===== src/rtl/ones_zeros_recognizer_if.sv =====
// Serial bit stream and recognizer result bundle between a bit source and
// the ones/zeros recognizer.
interface ones_zeros_recognizer_if #(
  parameter int COUNT_W = 8
);
  logic               din;
  logic               din_valid;
  logic               frame_start;
  logic               frame_end;
  logic [2:0]         state;
  logic [2:0]         j_out;
  logic [2:0]         k_out;
  logic               match;
  logic               frame_match;
  logic [COUNT_W-1:0] match_count;

  modport master (
    output din, din_valid, frame_start, frame_end,
    input  state, j_out, k_out, match, frame_match, match_count
  );

  modport slave (
    input  din, din_valid, frame_start, frame_end,
    output state, j_out, k_out, match, frame_match, match_count
  );
endinterface


===== src/rtl/ones_zeros_recognizer.sv =====
// Frame-based recognizer: at least two 1s and an odd number of 0s; JK excitation
// for an external flop bank. Define ONES_ZEROS_MATCH_COUNT_EN to add the match counter.
module ones_zeros_recognizer #(
  parameter int COUNT_W = 8
) (
  input logic                     clk,
  input logic                     rst,
  ones_zeros_recognizer_if.slave  bus
);

  typedef enum logic [2:0] {
    S0E = 3'b000,
    S0O = 3'b001,
    S1E = 3'b010,
    S1O = 3'b011,
    S2E = 3'b100,
    S2O = 3'b101
  } state_e;

  state_e st_q, st_d, base;
  logic   clr_q, clr_d;
  logic   match_q, match_d;
  logic   fm_q, fm_d;
  logic   legal;
  logic [2:0] cur_bits, nxt_bits;

  // state code is {ones[1:0], zpar}; ones saturates at 2
  function automatic state_e apply_bit(input state_e s, input logic b);
    logic [2:0] v;
    v = s;
    if (b) begin
      if (v[2:1] != 2'd2) v[2:1] = v[2:1] + 2'd1;
    end else begin
      v[0] = ~v[0];
    end
    return state_e'(v);
  endfunction

  always_comb begin
    st_d  = st_q;
    base  = st_q;
    clr_d = 1'b0;
    fm_d  = 1'b0;
    legal = (st_q[2:1] != 2'b11);
    // the edge after a frame_end closes the frame unless a new one starts with a bit
    if (!legal || (clr_q && !(bus.frame_start && bus.din_valid))) begin
      st_d = S0E;
    end else begin
      base  = bus.frame_start ? S0E : st_q;
      st_d  = bus.din_valid ? apply_bit(base, bus.din) : base;
      clr_d = bus.din_valid && bus.frame_end;
      fm_d  = clr_d && (st_d == S2O);
    end
    match_d = (st_d == S2O);
  end

  always_ff @(posedge clk or negedge rst) begin
    if (!rst) begin
      st_q    <= S0E;
      clr_q   <= 1'b0;
      match_q <= 1'b0;
      fm_q    <= 1'b0;
    end else begin
      st_q    <= st_d;
      clr_q   <= clr_d;
      match_q <= match_d;
      fm_q    <= fm_d;
    end
  end

  assign cur_bits        = st_q;
  assign nxt_bits        = st_d;
  assign bus.state       = cur_bits;
  assign bus.j_out       = ~cur_bits & nxt_bits;
  assign bus.k_out       = cur_bits & ~nxt_bits;
  assign bus.match       = match_q;
  assign bus.frame_match = fm_q;

`ifdef ONES_ZEROS_MATCH_COUNT_EN
  logic [COUNT_W-1:0] cnt_q, cnt_d;

  function automatic logic [COUNT_W-1:0] sat_inc(input logic [COUNT_W-1:0] v);
    return (&v) ? v : v + 1'b1;
  endfunction

  // counts alongside the pulse so match_count and frame_match update together
  always_comb begin
    cnt_d = cnt_q;
    if (fm_d) cnt_d = sat_inc(cnt_q);
  end

  always_ff @(posedge clk or negedge rst) begin
    if (!rst) cnt_q <= '0;
    else      cnt_q <= cnt_d;
  end

  assign bus.match_count = cnt_q;
`else
  assign bus.match_count = {COUNT_W{1'b0}};
`endif

endmodule


===== src/flat_wrapper.sv =====
// flat-port wrapper written by rule: the top's interface ports become plain ports
module ones_zeros_recognizer_flat 
#(
  parameter int COUNT_W = 8
)
  (clk, rst, bus_din, bus_din_valid, bus_frame_start, bus_frame_end, bus_state, bus_j_out, bus_k_out, bus_match, bus_frame_match, bus_match_count);
  ones_zeros_recognizer_if #(.COUNT_W(COUNT_W)) bus_i ();
  input logic clk;
  input logic rst;
  input wire logic [$bits(bus_i.din)-1:0] bus_din;
  input wire logic [$bits(bus_i.din_valid)-1:0] bus_din_valid;
  input wire logic [$bits(bus_i.frame_start)-1:0] bus_frame_start;
  input wire logic [$bits(bus_i.frame_end)-1:0] bus_frame_end;
  output wire logic [$bits(bus_i.state)-1:0] bus_state;
  output wire logic [$bits(bus_i.j_out)-1:0] bus_j_out;
  output wire logic [$bits(bus_i.k_out)-1:0] bus_k_out;
  output wire logic [$bits(bus_i.match)-1:0] bus_match;
  output wire logic [$bits(bus_i.frame_match)-1:0] bus_frame_match;
  output wire logic [$bits(bus_i.match_count)-1:0] bus_match_count;
  assign bus_i.din = bus_din;
  assign bus_i.din_valid = bus_din_valid;
  assign bus_i.frame_start = bus_frame_start;
  assign bus_i.frame_end = bus_frame_end;
  assign bus_state = bus_i.state;
  assign bus_j_out = bus_i.j_out;
  assign bus_k_out = bus_i.k_out;
  assign bus_match = bus_i.match;
  assign bus_frame_match = bus_i.frame_match;
  assign bus_match_count = bus_i.match_count;
  ones_zeros_recognizer #(.COUNT_W(COUNT_W)) u_core (.clk(clk), .rst(rst), .bus(bus_i));
endmodule

===== config.mk =====
export PLATFORM = sky130hd
export DESIGN_NAME = ones_zeros_recognizer_flat
export DESIGN_NICKNAME = d
export VERILOG_FILES = /design/src/rtl/ones_zeros_recognizer_if.sv /design/src/rtl/ones_zeros_recognizer.sv /design/src/flat_wrapper.sv
export SDC_FILE = /design/constraint.sdc
export NUM_CORES = 1
export LEC_CHECK = 0
export CAP_MARGIN = 30
export CELL_PAD_IN_SITES_DETAIL_PLACEMENT = 1
export CELL_PAD_IN_SITES_GLOBAL_PLACEMENT = 2
export CORE_ASPECT_RATIO = 1.75
export CORE_MARGIN = 2
export CORE_UTILIZATION = 21
export CTS_CLUSTER_SIZE = 10
export DETAILED_ROUTE_END_ITERATION = 8
export HOLD_SLACK_MARGIN = 0.1
export PLACE_DENSITY_LB_ADDON = 0.1
export SKIP_CTS_REPAIR_TIMING = 1
export SLEW_MARGIN = 20
export SYNTH_ARGS = -nofsm -noshare
export SYNTH_HDL_FRONTEND = slang
export SYNTH_SLANG_ARGS = --single-unit

===== constraint.sdc =====
create_clock -name clk -period 2 [get_ports clk]
set_input_delay 0.5 -clock clk [delete_from_list [all_inputs] [get_ports clk]]
set_output_delay 0.5 -clock clk [all_outputs]
set_load 0.005 [all_outputs]

==> results of run 1 <==
==> per-layer routing <==
metal  vias to the layer above  wire, um
met1                       227       482
li1                        232         -
met3                         4        81
met4                         0        36
met2                        15       730
met5                         -         0
==> Yosys cell counts <==
cell type and instances:
a21bo_2 1, a21oi_1 3, a221oi_2 1, a22o_1 1, a31oi_1 1, and2b_1 1
and3_4 1, and4bb_1 1, buf_4 9, buf_6 1, conb_1 1, dfrtp_1 6
ha_1 1, nand2_1 3, nand2b_1 1, nand3_1 1, nand3b_1 1, nor2_1 4
nor2b_1 2, nor3_2 2, nor3b_2 2, nor4_1 1, o21a_1 3, or2b_1 1
xnor2_1 1, xor2_1 1
==> power by group through the flow <==
stage / Combinational (mW) / Clock, mW / Sequential [mW]
6_report: 0.134 / 0.182 / 0.138
5_1_grt: 0.148 / 0.194 / 0.140
4_1_cts: 0.124 / 0.187 / 0.137
3_5_place_dp: 0.123 / 0 / 0.139
3_3_place_gp: 0.123 / 0 / 0.139
2_1_floorplan: 0.0615 / 0 / 0.140
==> cell type report <==
cell class	count	share of cell area, %
repair buffers	36	37.0
multi-input cells	42	36.9
flip-flops and latches	6	17.6
clock buffers	3	4.83
well taps	25	3.66
==> sequential cells by signal (all words and copies together), names as in the netlist <==
register and flops:
u_core.clr_q 1, u_core.bus.frame_match 1, u_core.bus.match 1, u_core.bus.state 3
==> cell families (layout without fill, tap and decap cells) <==
| logic type | count (synthesis) | after routing | share of synthesized area, % |
|---|---|---|---|
| compound gates | 10 | 10 | 15.9 |
| simple gates | 21 | 21 | 30.3 |
| fa+ha+maj | 1 | 1 | 2.56 |
| buf+inv | 10 | 39 | 16.2 |
| flops | 6 | 6 | 30.8 |
| other cells | 1 | 8 | 0.768 |
| xor+xnor | 2 | 2 | 3.59 |
==> worst max-delay path: cells and delay by family <==
kind | cells | cell delay [ns]
AO/OA/AOI/OAI | 1 | 0.17
adder cells (fa/ha/maj) | 1 | 0.28
buffers and inverters | 2 | 0.22
AND/OR/NAND/NOR | 3 | 0.44
==> per-stage QoR <==
| step | setup WS, ns | utilization, % |
|---|---|---|
| finish | -0.118 | 38.1 |
| global route | -0.159 | 38.1 |
| CTS | -0.887 | 34.1 |
| detailed placement | -0.870 | 32.3 |
| global placement | -0.880 | 32.3 |
| floorplan | 0.126 | - |
==> how the worst max path moves through the flow <==
stage	startpoint	to	cells past startpoint
floorplan	bus_frame_start	bus_k_out[2]	5
global placement	bus_frame_start	bus_k_out[2]	7
detailed placement	bus_frame_start	bus_k_out[2]	7
CTS	bus_frame_start	bus_k_out[2]	7
global route	bus_frame_start	bus_j_out[2]	6
finish	bus_frame_start	bus_k_out[2]	7
==> results.ini, run 1 <==
[setup_path]
end_kind=output pin
cp_slowest_cell=ha_1
reg2reg_slack_ns=0.21
cp_max_fo=5
critPathLaunchType=input port
slowest_delay_ns=0.28
arrival_ns=1.62
reg2reg_depth=6
path_class=in -> out
r2r-start=u_core.bus.state[2]
worst_r2r_endpoint=u_core.bus.frame_match
cp_cell_sequence=buf_8 -> or2b_1 -> ha_1 -> and3_4 -> nor2_2 -> o21a_1 -> buf_2
worst_ep_required_time_ns=1.50

[final_layout]
nFillCells=287
fin_cells=112
multiInputGateArea_um2=315
drive_gt1_share_pct=44.8
final_common_cell=buf_4
diodes=0
fin_area_um2=855
area_growth_pct=75.1
fin_nets=96
mostFrequentLayoutCells=17 x buf_4, 8 x conb_1, 7 x clkdlybuf4s50_1, 6 x dfrtp_1
ff_latch_area_um2=150

[place]
portBuffers=16
gp_congestion=0.652
placed_area_um2=724
place_hpwl_um=1050
numPlacedInstances=102

[route]
dr.pass1.iters=4
ant_nets=0
drc=0
finalWirelength_um=1330
wl_per_cell_um=11.9
detail_route.iter0.violations=7
vias=478
vias_per_cell=4.27

[synthesis]
synth.avg_cell_area_um2=9.57
synthCells=51
ys_seq_area_share_pct=30.8
yosysUniqueCellTypes=26
synthTopCellsByArea=dfrtp_1 31%, buf_4 14%, nor3b_2 5.1%
synth_top_area_cell=dfrtp_1
syn_area_um2=488
ys_seq_elements=6
synth_top_area_share_pct=30.8
yosys_warnings=0

[power]
total_power_uw=454
seq_power_share_pct=30.3
p_int_uw=338
comb_power_share_pct=29.6
power_switching_uw=116
cellLeakagePower_nw=0.462
powerDensity_nw_per_um2=532
clockPowerShare_pct=40.1
ir_worst_vdd_v=0.000333
swShare_pct=25.5

[sta]
fin_skew_ns=0.000431
hold_viol=0
fin_crit_sh_pct=106
period_needed_ns=2.12
setup_tns_ns=-0.213
rsz0062_at_grt=true
finalSetupViolCount=3
fmax_ghz=0.472
final_max_slew_viol_count=0
hold_slack_ns=0.521
finalWorstSetupSlack_ns=-0.118

[cts]
clkLatencyLatePin_ns=0.22
cts_buffers=3
htreeDepth=1
cts_tree=built
clkTransAtPathRegs_ns=0.04
clock-root-buffer=clkbuf_8
clock-sinks=6
clockBufferDepth=2

[floorplan]
chipWidth_um=40.4
io_pins=25
core.rowCount=23
start_util_pct=21.7
core_area_um2=2240
die-area_um2=2740
die_y_um=67.8

[global_route]
grt_max_degree=8
track_usage_pct=11.7
grt_util_met2_pct=19.4
grt_pass1_vias=451
grt_antenna_before_repair=0
met1_usage_pct=11.7
grt_pass1_wl_um=2070
gr-max-usage-layer=met2
met3_usage_pct=0.987
grt-ovfl-total=0

[hold_path]
hp-class=in -> async

[run_status]
violations=negative setup slack
outcome=finished with violations

[job]
drv_cap=0

(Power assumes the default switching activity.)
==> inputs of run 2 (changes only) <==
- CAP_MARGIN: 30 -> 10
- CORE_ASPECT_RATIO: 1.75 -> default
- CORE_UTILIZATION: 21 -> 22
- clock period: 2 -> 2.7 ns (I/O delays scaled with it)
==> results.ini, run 2 (same netlist as run 1, synthesis figures left out) <==
[run_status]
outcome=finished with violations
violations=negative setup slack

[setup_path]
end_kind=output pin
arrival_ns=2.21
worst_ep_required_time_ns=2.03
cp_max_fo=8
path_class=in -> out
critPathLaunchType=input port

[floorplan]
die_y_um=51.1
core.rowCount=17
chipWidth_um=51.1
start_util_pct=22.7
core_area_um2=2150
die-area_um2=2610
io_pins=25

[sta]
period_needed_ns=2.89
final_max_slew_viol_count=0
fin_crit_sh_pct=107
finalSetupViolCount=2
fmax_ghz=0.346
finalWorstSetupSlack_ns=-0.188
hold_viol=0
setup_tns_ns=-0.334
rsz0062_at_grt=true
fin_skew_ns=0.000514

[global_route]
grt_pass1_vias=488
grt_pass1_wl_um=2080
grt-ovfl-total=0
grt_antenna_before_repair=0
grt_max_degree=10
track_usage_pct=10.8

[job]
drv_cap=0

[final_layout]
area_growth_pct=60.8
final_common_cell=buf_4
mostFrequentLayoutCells=12 x buf_4, 10 x clkdlybuf4s50_1, 8 x conb_1, 6 x dlymetal6s2s_1, 6 x dfrtp_1
diodes=0
drive_gt1_share_pct=32.5
largest_reg_flops=3
nFillCells=263
fin_nets=89

[cts]
cts_tree=built
clockBufferDepth=2
htreeDepth=1
clock-root-buffer=clkbuf_4
clkLatencyLatePin_ns=0.25
clock-sinks=6
cts_buffers=3
clkTransAtPathRegs_ns=0.04

[place]
place_hpwl_um=1020
gp_congestion=0.725
portBuffers=16
place_ws_ns=-0.520

[route]
vias_per_cell=4.19
vias=453
detail_route.iter0.violations=3
finalWirelength_um=1290
wl_per_cell_um=11.9
drc=0
ant_nets=0
dr.pass1.iters=3

[power]
ir_worst_vdd_v=0.000187
cellLeakagePower_nw=0.435
powerDensity_nw_per_um2=350

[hold_path]
hp-class=reg -> reg

run 2: cell count changes in the layout (fill, tap and decap cells not counted), moves of 2 or more:
cell	change
buf_4	-5
clkbuf_4	+3
clkdlybuf4s50_1	+3
buf_6	-2
dlymetal6s2s_1	+2
buf_2	-4
clkbuf_8	-3
run 2: final timing paths:
| check | from | end | slack [ns] | cells after the start |
|---|---|---|---|---|
| worst max-delay path | bus_din_valid | bus_k_out[1] | -0.19 | 6 |
| worst min-delay path | u_core.bus.state[1] | u_core.bus.state[1] | 0.66 | 2 |
| worst max register to register | u_core.bus.state[1] | u_core.bus.frame_match | 0.94 | 6 |
| worst min register to register | u_core.bus.state[1] | u_core.bus.state[1] | 0.66 | 2 |
| max in group asynchronous | rst | u_core.bus.frame_match | 1.80 | 1 |
| min in group asynchronous | rst | u_core.bus.match | 0.68 | 1 |
run 2: layout make-up:
| class | count | area (um^2) | share of cell area [%] |
|---|---|---|---|
| Clock buffer | 3 | 22.5 | 2.87 |
| Multi-Input combinational cell | 42 | 300 | 38.3 |
| Sequential cell | 6 | 150 | 19.1 |
| Tap cell | 28 | 35.0 | 4.47 |
| Timing Repair Buffer | 29 | 277 | 35.2 |
run 2: layer usage:
| metal | GRT usage [%] | part of all wire [%] | up-vias |
|---|---|---|---|
| li1 | - | - | 223 |
| met1 | 13.1 | 45 | 211 |
| met2 | 17.7 | 48 | 17 |
| met3 | 3.51 | 5.4 | 2 |
| met4 | 4.05 | 1.0 | 0 |
| met5 | 0 | 0 | - |
run 2: worst max-delay path, stage by stage:
cell             delay (ns)
clkdlybuf4s50_1        0.52
buf_6                  0.15
a21oi_2                0.07
a31oi_1                0.16
o21a_1                 0.14
clkdlybuf4s50_1        0.50
run 2: power breakdown:
group	internal [mW]	switching (mW)	total (mW)
clock network	0.0502	0.0313	0.0815
registers	0.0954	0.00873	0.104
logic	0.0525	0.0362	0.0887
total	0.198	0.0763	0.274
run 2: metrics by stage:
stage	util (%)	cells	area, um^2	hold slack (ns)	total power [mW]
finish	36.5	108	785	0.665	0.274
global route	36.5	108	785	0.685	0.294
CTS	34.2	106	736	0.660	0.275
detailed placement	33.2	103	713	0.655	0.190
global placement	33.2	103	713	0.664	0.189
floorplan	-	58	514	0.379	0.149
==> inputs of run 3 (changes only) <==
- CORE_UTILIZATION: 22 -> 24
- CTS_BUF_LIST: default -> sky130_fd_sc_hd__clkbuf_2
==> results.ini, run 3 (same netlist as run 1, synthesis figures left out) <==
[run_status]
outcome=complete, no violations

[sta]
fin_crit_sh_pct=97.3
fmax_ghz=0.381
hold_viol=0
rsz0062_at_grt=false
finalWorstSetupSlack_ns=0.0727
finalSetupViolCount=0
setup_tns_ns=0
final_max_slew_viol_count=0
fin_skew_ns=0.00485
hold_slack_ns=0.696
period_needed_ns=2.63

[final_layout]
fin_area_um2=772
fin_cells=105
drive_gt1_share_pct=33.3
final_util_pct=39.8
diodes=0
area_growth_pct=58.2
largest_reg_flops=3
mostFrequentLayoutCells=9 x clkdlybuf4s50_1, 9 x buf_4, 8 x conb_1, 7 x dlymetal6s2s_1, 6 x dfrtp_1
fin_nets=87

[setup_path]
critPathLaunch=bus_frame_start
path_class=in -> out
r2r-start=u_core.bus.state[2]
cp_max_fo=7
worstSetupEndpoint=bus_j_out[1]
worst_ep_required_time_ns=2.03
critPathLaunchType=input port
reg2reg_depth=6
arrival_ns=1.95
reg2reg_slack_ns=1.02
end_kind=output pin
worst_r2r_endpoint=u_core.bus.frame_match

[power]
swShare_pct=29.6
powerDensity_nw_per_um2=326
seq_power_share_pct=40.2
clockPowerShare_pct=23.6
comb_power_share_pct=36.2
p_int_uw=177
power_switching_uw=74.4
total_power_uw=251
cellLeakagePower_nw=0.433
ir_worst_vdd_v=0.000178

[floorplan]
io_pins=25
chipWidth_um=49.1
die-area_um2=2410
core_area_um2=1940
start_util_pct=25.1
core.rowCount=16
die_y_um=49.1

[route]
drc=0
wl_per_cell_um=11.8
dr.pass1.iters=1
ant_nets=0
finalWirelength_um=1240
vias_per_cell=4.20
detail_route.iter0.violations=0
vias=441

[cts]
cts_buffers=3
clockBufferDepth=2
cts_tree=built
clkTransAtPathRegs_ns=0.06
clkLatencyLatePin_ns=0.22
clock-root-buffer=clkbuf_2
clock-sinks=6
htreeDepth=1

[global_route]
grt_max_degree=9
grt_pass1_wl_um=2040
grt_antenna_before_repair=0
track_usage_pct=11.5
grt_pass1_vias=444
grt-ovfl-total=0

[place]
portBuffers=16
gp_congestion=0.711
place_hpwl_um=1020
numPlacedInstances=102
place_ws_ns=-0.558
placed_area_um2=712

[job]
drv_cap=0

[hold_path]
hp-class=in -> async

run 3: changes by cell type in the layout (fill, tap and decap cells not counted), sizes merged:
cell,change
buf,-2
clkdlybuf4s50,-1
dlymetal6s2s,+1
run 3: area by class of cell:
type | instances | area [um^2]
Multi-Input combinational cell | 42 | 305
Sequential cell | 6 | 150
Fill cell | 242 | 1170
Timing Repair Buffer | 27 | 268
Tap cell | 27 | 33.8
Clock buffer | 3 | 15.0
run 3: worst min-delay path by stage:
stage	slack, ns	from	depth (start not counted)	to
2_1_floorplan	0.38	rst	0	u_core.bus.frame_match
3_3_place_gp	0.69	u_core.bus.state[2]	3	u_core.bus.state[2]
3_5_place_dp	0.69	u_core.bus.state[1]	3	u_core.bus.state[1]
4_1_cts	0.70	rst	1	u_core.bus.frame_match
5_1_grt	0.68	rst	1	u_core.bus.frame_match
6_report	0.70	rst	1	u_core.bus.frame_match
run 3: critical path, cell delays in order:
cell and delay, ns:
dlymetal6s2s_1 0.14, buf_6 0.14, nand2_1 0.06, a22o_4 0.27, nor3_2 0.15, clkdlybuf4s50_1 0.52
run 3: layer usage:
layer / track usage [%] / vias up / part of all wire, %
li1: - / 216 / -
met1: 13.4 / 205 / 44
met2: 18.7 / 16 / 48
met3: 3.99 / 4 / 5.9
met4: 5.71 / 0 / 1.8
met5: 0 / - / 0
run 3: power by group through the flow:
stage	Clock, mW	Sequential (mW)	Combinational, mW
2_1_floorplan	0	0.104	0.0456
3_3_place_gp	0	0.103	0.0875
3_5_place_dp	0	0.102	0.0889
4_1_cts	0.0625	0.101	0.0895
5_1_grt	0.0762	0.102	0.0998
6_report	0.0593	0.101	0.0910
==> RTL edit, RTL diff (flow settings as in run 1) <==
Build with the macro `ONES_ZEROS_MATCH_COUNT_EN` defined.
--- a/src/rtl/ones_zeros_recognizer.sv
+++ b/src/rtl/ones_zeros_recognizer.sv
@@ -2,2 +2,4 @@
 // for an external flop bank. Define ONES_ZEROS_MATCH_COUNT_EN to add the match counter.
+`define ONES_ZEROS_MATCH_COUNT_EN
+
 module ones_zeros_recognizer #(
Behaviour: not the same (Yosys sat finds a counterexample within 4 cycles, from zero or initial values and one cycle with rst low).
==> RTL edit against run 1 <==
The flow still finishes with violations (negative setup slack); first-iteration DRC count grew 100%; area after synthesis rose by 62%; sequential cell count up 8; total power up 73%; register-to-register slack worse by 80 ps; design area is 72% higher; wire length grew 100%; setup slack better by 62 ps; largest power group is now registers.
==> RTL edit: results (changes against run 1) <==
.. list-table::
   :header-rows: 1

   * - Metric
     - Value
   * - Result of the run
     - finished, violations left
   * - Violations in the final reports
     - negative setup slack
   * - Synth area leaders
     - dfrtp_1 (44%), xor2_1 (6.7%), nand2_1 (4.8%), nand3_1 (4.4%), a221oi_4 (3.3%)
   * - Post-Synthesis Mean Instance Area
     - 11.0 sq um (+15%)
   * - Post-synth cell types
     - 27 (+3.8%)
   * - Layout cell share with drive strength beyond 1
     - 50.0% (+5.2 points)
   * - Largest vdd supply drop
     - 0.419 mV (+26%)
   * - Critical R2R Launch
     - u_core.bus.state[1]$_DFF_PN0_
   * - Most common library cells after synthesis
     - dfrtp_1 (14), nand2_1 (10), nand3_1 (7)
   * - Clock latency at the later pin of the worst-skew pair
     - 240 ps (+20 ps)
   * - Slowest Stage Delay on Critical Path
     - 420 ps (+140 ps)
   * - Placed cell count
     - 165 (+62%)
   * - End of the worst register-to-register path
     - u_core.bus.match_count[1]$_DFFE_PN0P_
   * - Reg2reg setup slack
     - 130 ps (-80 ps)
   * - Maximum number of pins on one net before global-route repair
     - 15 (+7)
   * - Post-detail-place hpwl
     - 1910 um (+83%)
   * - Fraction of synthesized area in multiplexers
     - 1.43% (+1.4 points)
   * - Number of setup violations in the final report
     - 3 (unchanged)
   * - Leakage dissipation
     - 0.000732 uW (+59%)
   * - Wire length of the first global-routing pass
     - 3880 um (+88%)
   * - Critical path arrival
     - 1560 ps (-60 ps)
   * - Global-route usage over all layers
     - 12.1% (+0.39 points)
   * - Peak Freq
     - 486 MHz (+3.0%)
   * - Layout filler cell count
     - 418 (+46%)
   * - Cell family with most CP delay
     - flip-flops
   * - Number of standard cells in the layout, taps in and fillers out
     - 176 (+57%)
   * - Routed via count
     - 771 (+61%)
   * - Place WS
     - -841 ps (+28.9 ps)
   * - Final critical-path setup slack
     - -55.5 ps (+62.1 ps)
   * - Worst-path fanout max
     - 3 (-2)
-- RTL edit: cell types whose count changed in the layout (fill, tap and decap cells not counted), moves of 5 or more --
cell             change
clkdlybuf4s50_1      +8
xor2_1               +5
conb_1               -8
buf_4                +7
dfrtp_1              +8
-- RTL edit: worst max-delay path by stage --
stage                                       start                               endpoint  slack, ps  depth (start not counted)
finish              u_core.bus.state[1]$_DFF_PN0_                           bus_j_out[2]        -60                          6
global placement                  bus_frame_start                           bus_j_out[2]       -800                          8
global route        u_core.bus.state[1]$_DFF_PN0_                           bus_j_out[2]       -130                          6
floorplan                         bus_frame_start  u_core.bus.match_count[1]$_DFFE_PN0P_         70                          7
detailed placement                bus_frame_start                           bus_j_out[2]       -840                          8
CTS                               bus_frame_start                           bus_j_out[2]       -850                          8
-- RTL edit: stage by stage --
stage               instance area [sq um]  TNS, ps
floorplan                             790        0
global placement                     1260    -8940
detailed placement                   1260    -9100
CTS                                  1310    -6850
global route                         1470     -409
finish                               1470     -161
-- RTL edit: layer usage --
metal  wire length, um  part of all wire (%)  GRT usage [%]  up-vias
met5                 0                     0              0        -
met4                54                   2.0           4.42        0
met3                76                   2.9           2.11        4
met2              1640                    62           24.0       16
met1               883                    33           12.0      382
li1                  -                     -              -      369
-- RTL edit: cell type report --
type / instances / area (sq um) / share of cell area [%]
multi-input combinational: 56 / 536 / 36.4
timing repair buffer: 55 / 469 / 31.9
sequential: 14 / 350 / 23.8
tap: 46 / 57.6 / 3.91
clock buffer: 4 / 55.1 / 3.74
inverter: 1 / 3.75 / 0.255
-- RTL edit: cells by family after synthesis --
kind of cell	count (synthesis)
and+or+nand+nor	40
adders and majority gates	2
DFF	14
xor gates and xnor gates	8
muxes	1
buffers and inverters	2
AOI/OAI and AO/OA	5
-- RTL edit: report_power, final --
group | internal, uW | total (uW) | switching (uW)
combinational | 119 | 210 | 91.2
clock | 174 | 274 | 99.9
sequential | 293 | 302 | 8.59
total | 586 | 786 | 200
